$ cat src/rtl/full_adder_pkg.sv
// Shared constants and the reference sum for the registered ripple-carry full adder.
// Optional signed-overflow output is enabled by defining FULL_ADDER_OVF_EN.
package full_adder_pkg;

  localparam int WIDTH_MAX = 64;

  // Reference (WIDTH_MAX+1)-bit true sum; callers zero-extend operands narrower than WIDTH_MAX.
  function automatic logic [WIDTH_MAX:0] ref_sum(
    input logic [WIDTH_MAX-1:0] a,
    input logic [WIDTH_MAX-1:0] b,
    input logic                 c
  );
    return {1'b0, a} + {1'b0, b} + {{WIDTH_MAX{1'b0}}, c};
  endfunction

endpackage

$ cat src/rtl/full_adder_if.sv
// Operand/result bundle of full_adder; the ovf wire exists only when FULL_ADDER_OVF_EN is defined.
interface full_adder_if
  import full_adder_pkg::*;
#(
  parameter int WIDTH = 1
);

  logic             in_valid;
  logic [WIDTH-1:0] a;
  logic [WIDTH-1:0] b;
  logic             c;
  logic             out_valid;
  logic [WIDTH-1:0] s;
  logic             co;
`ifdef FULL_ADDER_OVF_EN
  logic             ovf;

  modport master (output in_valid, a, b, c, input out_valid, s, co, ovf);
  modport slave  (input in_valid, a, b, c, output out_valid, s, co, ovf);
`else
  modport master (output in_valid, a, b, c, input out_valid, s, co);
  modport slave  (input in_valid, a, b, c, output out_valid, s, co);
`endif

endinterface

$ cat src/rtl/fa_cell.sv
// Combinational 1-bit full-adder cell, the building block of the ripple chain.
module fa_cell (
  input  logic a,
  input  logic b,
  input  logic ci,
  output logic s,
  output logic co
);

  assign s  = a ^ b ^ ci;
  assign co = (a & b) | (a & ci) | (b & ci);

endmodule

$ cat src/rtl/full_adder.sv
// Registered WIDTH-bit ripple-carry adder with valid tagging and one cycle of latency.
// Define FULL_ADDER_OVF_EN to register a two's-complement overflow flag next to the sum.
module full_adder
  import full_adder_pkg::*;
#(
  parameter int WIDTH = 1
) (
  input logic         clk,
  input logic         rst,
  full_adder_if.slave bus
);

  logic [WIDTH:0]   k_s;
  logic [WIDTH-1:0] sum_s;
  logic [WIDTH-1:0] s_r;
  logic             co_r;
  logic             out_valid_r;

  assign k_s[0] = bus.c;

  for (genvar i = 0; i < WIDTH; i++) begin : g_cell
    fa_cell u_cell (
      .a  (bus.a[i]),
      .b  (bus.b[i]),
      .ci (k_s[i]),
      .s  (sum_s[i]),
      .co (k_s[i+1])
    );
  end

  // Result registers load only on valid input, so idle (possibly unknown) operands never reach s/co.
  always_ff @(posedge clk) begin
    if (rst) begin
      out_valid_r <= 1'b0;
      s_r         <= {WIDTH{1'b0}};
      co_r        <= 1'b0;
    end else begin
      out_valid_r <= bus.in_valid;
      if (bus.in_valid) begin
        s_r  <= sum_s;
        co_r <= k_s[WIDTH];
      end
    end
  end

  assign bus.out_valid = out_valid_r;
  assign bus.s         = s_r;
  assign bus.co        = co_r;

`ifdef FULL_ADDER_OVF_EN
  logic ovf_r;

  // Overflow is the carry into the sign bit disagreeing with the carry out of it.
  always_ff @(posedge clk) begin
    if (rst) begin
      ovf_r <= 1'b0;
    end else if (bus.in_valid) begin
      ovf_r <= k_s[WIDTH] ^ k_s[WIDTH-1];
    end
  end

  assign bus.ovf = ovf_r;
`endif

endmodule

$ cat src/flat_wrapper.sv
// flat-port wrapper written by rule: the top's interface ports become plain ports
module full_adder_flat import full_adder_pkg::*;
#(
  parameter int WIDTH = 1
)
  (clk, rst, bus_in_valid, bus_a, bus_b, bus_c, bus_out_valid, bus_s, bus_co);
  full_adder_if #(.WIDTH(WIDTH)) bus_i ();
  input logic clk;
  input logic rst;
  input wire logic [$bits(bus_i.in_valid)-1:0] bus_in_valid;
  input wire logic [$bits(bus_i.a)-1:0] bus_a;
  input wire logic [$bits(bus_i.b)-1:0] bus_b;
  input wire logic [$bits(bus_i.c)-1:0] bus_c;
  output wire logic [$bits(bus_i.out_valid)-1:0] bus_out_valid;
  output wire logic [$bits(bus_i.s)-1:0] bus_s;
  output wire logic [$bits(bus_i.co)-1:0] bus_co;
  assign bus_i.in_valid = bus_in_valid;
  assign bus_i.a = bus_a;
  assign bus_i.b = bus_b;
  assign bus_i.c = bus_c;
  assign bus_out_valid = bus_i.out_valid;
  assign bus_s = bus_i.s;
  assign bus_co = bus_i.co;
  full_adder #(.WIDTH(WIDTH)) u_core (.clk(clk), .rst(rst), .bus(bus_i));
endmodule
$ cat config.mk
export PLATFORM = sky130hd
export DESIGN_NAME = full_adder_flat
export DESIGN_NICKNAME = d
export VERILOG_FILES = /design/src/rtl/full_adder_pkg.sv /design/src/rtl/full_adder_if.sv /design/src/rtl/fa_cell.sv /design/src/rtl/full_adder.sv /design/src/flat_wrapper.sv
export SDC_FILE = /design/constraint.sdc
export NUM_CORES = 1
export LEC_CHECK = 0
export ABC_AREA = 1
export CAP_MARGIN = 20
export CELL_PAD_IN_SITES_DETAIL_PLACEMENT = 1
export CELL_PAD_IN_SITES_GLOBAL_PLACEMENT = 1
export CORE_AREA = 2 2 39 41
export DETAILED_ROUTE_END_ITERATION = 6
export DIE_AREA = 0 0 41 43
export PLACE_DENSITY_LB_ADDON = 0.1
export SLEW_MARGIN = 40
export SYNTH_ARGS = -nofsm -noshare
export SYNTH_HDL_FRONTEND = slang
export SYNTH_SLANG_ARGS = --single-unit
$ cat constraint.sdc
create_clock -name clk -period 1.1 [get_ports clk]
set_input_delay 0.22 -clock clk [delete_from_list [all_inputs] [get_ports clk]]
set_output_delay 0.22 -clock clk [all_outputs]
set_load 0.02 [all_outputs]
Word-level counts from Yosys, hierarchy flattened
Index checks and enable logic that the tools add are counted.

Bitwise operators: 7.

Operator list (number): $and A1 B1 Y1 (3); $or A1 B1 Y1 (2); $xor A1 B1 Y1 (2).

Output and inout bits: 3. Word-level logic and storage cells: 10. Register bits after elaboration: 3.

Longest topological paths before layout
Depth in word-level cells: 3. Mapped depth: 5.

By module
Synthesis repeated with hierarchy kept, for this count alone.

Cell total of the unflattened synthesis: 17. Area, all modules: 128.9 um^2.

Modules (own cells, without submodules): full_adder (instances 1, area each 108.9 um^2, cells an instance 16); fa_cell (instances 1, area each 20.0 um^2, cells an instance 1).

Least setup slack after synthesis
OpenSTA, ideal clock, no wires.

Kind: input port to flip-flop. From: input bus_c. To: register u_core.s_r, in the netlist u_core.bus.s. Required time: 1.036 ns. Arrival time: 0.909 ns. Setup time: 0.064 ns. Path slack: 0.127 ns. Stages on the path: 5. Cells stage by stage: fa_1 inv_1 nand2_1 nand2_1 nor2_1.

Longest elaborated chain between the ends: 1.

RTL lines: start, declared (RTL line flat_wrapper.sv:13) `input wire logic [$bits(bus_i.c)-1:0] bus_c;`; $xor A1 B1 Y1 (RTL line fa_cell.sv:10) `assign s = a ^ b ^ ci;`; end signal, assigned (RTL line full_adder.sv:35) `s_r <= {WIDTH{1'b0}};`; end signal, assigned (RTL line full_adder.sv:40) `s_r <= sum_s;`; end, declared (RTL line full_adder.sv:15) `logic [WIDTH-1:0] s_r;`.

Every way passes these cells. A chain may end at the register's enable or synchronous reset.

Worst setup path after layout
From: input bus_c. To: register u_core.s_r, in the netlist u_core.bus.s.

Longest elaborated chain between the ends: 1.

RTL lines: $xor A1 B1 Y1 (RTL line fa_cell.sv:10); net u_core.g_cell[0].u_cell.s (RTL line fa_cell.sv:6) `output logic s,`.

The timed path passes the listed nets, and every way through them passes these cells.

==> impl_metrics.toml <==
[floorplanning]
die_y_microns = 43
rows = 14
ios = 9
chipWidth_microns = 41
die_area_sq_mm = 0.00176
core_area_sq_mm = 0.00138
start_util = 0.0931

[pwr]
power.switching_w = 0.0000856
ir_worst_vdd_v = 0.000694
clock_power_share = 0.517
p_leak_nw = 0.126
pwr_density_cell_mw_per_mm2 = 1540
comb_power_share = 0.152
netSwitchingFraction = 0.235
internal-power_w = 0.000279
p_seq_frac = 0.331

[yosys]
syn_nets = 24
seq_area_frac_synth = 0.466
synthTopCellsByCount = "nor2_1 (5), inv_1 (4), nand2_1 (4)"
yosys.area.top_type_share = 0.466
synth-main-ff-cell = "dfxtp_1"
ys_types = 5
synth-edff-count = 0
syn_area_per_cell_sq_um = 7.58
yosysTopAreaCell = "dfxtp_1"
ys.warnings.count = 0
yosysMostFrequentCell = "nor2_1"
synth_area_sq_um = 129
synth_area_leaders = "dfxtp_1 (47%), fa_1 (16%), nor2_1 (15%)"
ys_ff_latch = 3
synthCells = 17
async_flop_share = 0

[clock_network]
cts_buffers = 3
root_buffer = "clkbuf_4"
clk-insertion-delay-late_ns = 0.23
cts_buffer_depth = 2
tritoncts = "built"
cts.sink_count = 3
postCtsSetupRepairBufs = 0
cts.htree.levels = 1
clk_pin_slew_worst_paths_ns = 0.03

[drt]
drtIter0Drc = 0
drc = 0
wire_per_inst_microns = 6.53
wirelength_microns = 294
avgViaCountPerCell = 2.91
ant_nets = 0
vias = 131
firstDrtPassIters = 1

[worst_hold_path]
hp-class = "reg -> reg"
min_from = "u_core.bus.s"

[placed_design]
portBuffers = 8
post_dp_cell_area_sq_um = 229
dp_hpwl_microns = 241
place_congestion = 0.634
post-place-cells = 41

[timing]
hold-worst-slack_ns = 0.469
max_slew.worst_pin.slew_ns = 0.173
setup_viol = 0
final.setup.tns_ns = 0
grt_setup_unrepaired = "false"
slew-limit-headroom = 0.884
hold_viol = 0
fin_skew_ns = 0
finalCritPeriodShare = 0.935
max_freq_ghz = 0.972
period_minus_slack_ns = 1.03
slew_viol_final = 0

[setup_path]
arrival_ns = 1.20
critPathLaunchType = "input pin"
cp-end-kind = "flop"
critPathRequiredTime_ns = 1.27
path_class = "in -> reg"
startpoint = "bus_c"
path_max_fanout = 1
r2r_start = "u_core.bus.co"

[layout]
nets = 37
postLayoutCoreUtil = 0.171
final_area_sq_um = 236
diodes = 0
final_cells = 45
syn2layout_area_growth_pct = 83.5
drive_above_1_share = 0.207

[grt]
overflow = 0
grtUsageTotal = 0.0503
grt_use_met1 = 0.0581
grt_pass1_wl_microns = 552
gr-usage-met2 = 0.0531
busiest_layer = "met3"
antenna_found_initial = 0
grt_pass1_vias = 143
grt_use_met3 = 0.0628
grt_max_degree = 6

[run_status]
outcome = "completed"

[flow_run]
max_cap_violations = 0
==> logic make-up after synthesis <==
family,share of synthesized area
simple gates,0.262
buf+inv,0.116
flops,0.466
fa+ha+maj,0.155
==> cell usage in the layout, fill, tap and decap left out, drive strengths merged <==
master / synthesis / routed
clkdlybuf4s50: 0 / 2
clkbuf: 0 / 7
inv: 4 / 4
fa: 1 / 1
dlygate4sd2: 0 / 3
dfxtp: 3 / 3
nor2: 5 / 5
nand2: 4 / 4
==> state kept, by name (all words and copies together) (netlist names) <==
name and flops:
u_core.bus.s 1, u_core.bus.co 1, u_core.bus.out_valid 1
==> worst paths after layout <==
check	cells after the start	endpoint	slack, ns
worst max register to register	2	u_core.bus.co	0.55
worst min-delay path	2	u_core.bus.s	0.47
worst min register to register	2	u_core.bus.s	0.47
worst max-delay path	6	u_core.bus.s	0.07
==> stage by stage <==
| step | setup WS, ns | total power (W) |
|---|---|---|
| after floorplan | 0.127 | 0.000150 |
| after global placement | -0.372 | 0.000191 |
| after detailed placement | -0.372 | 0.000191 |
| after CTS | 0.00764 | 0.000382 |
| after global routing | 0.00327 | 0.000399 |
| final | 0.0711 | 0.000364 |
==> routing by layer <==
layer	share of wire	vias up
met3	0.095	0
met5	0	-
met1	0.48	56
met4	0	0
met2	0.42	5
li1	-	70
==> power by group through the flow <==
stage	sequential [W]	combinational [W]	clock, W
global route	0.000121	0.0000645	0.000213
global placement	0.000122	0.0000692	0
CTS	0.000121	0.0000607	0.000201
floorplan	0.000132	0.0000178	0
finish	0.000121	0.0000554	0.000188
detailed placement	0.000122	0.0000686	0
==> cell type report <==
class                   instances  area, sq um
clock buffers                   4         26.3
fillers                       167         1150
inverters                       4         15.0
multi-input cells              10         53.8
flip-flops and latches          3         60.1
well taps                      16         20.0
repair buffers                  8         61.3
==> repair_timing <==
action	CTS	global route
gates resized for setup	8	4
endpoints found under the setup margin	5	3
gates cloned	0	0
pin swaps	1	0
hold buffers	0	0
hold endpoints to repair	0	0
==> worst max-delay path, stage by stage <==
cell and delay, ns:
dlygate4sd2_1 0.25, fa_1 0.53, inv_1 0.04, nand2_1 0.04
nand2_1 0.05, nor2_1 0.07
Note: power is estimated with default switching activity, not from simulation.
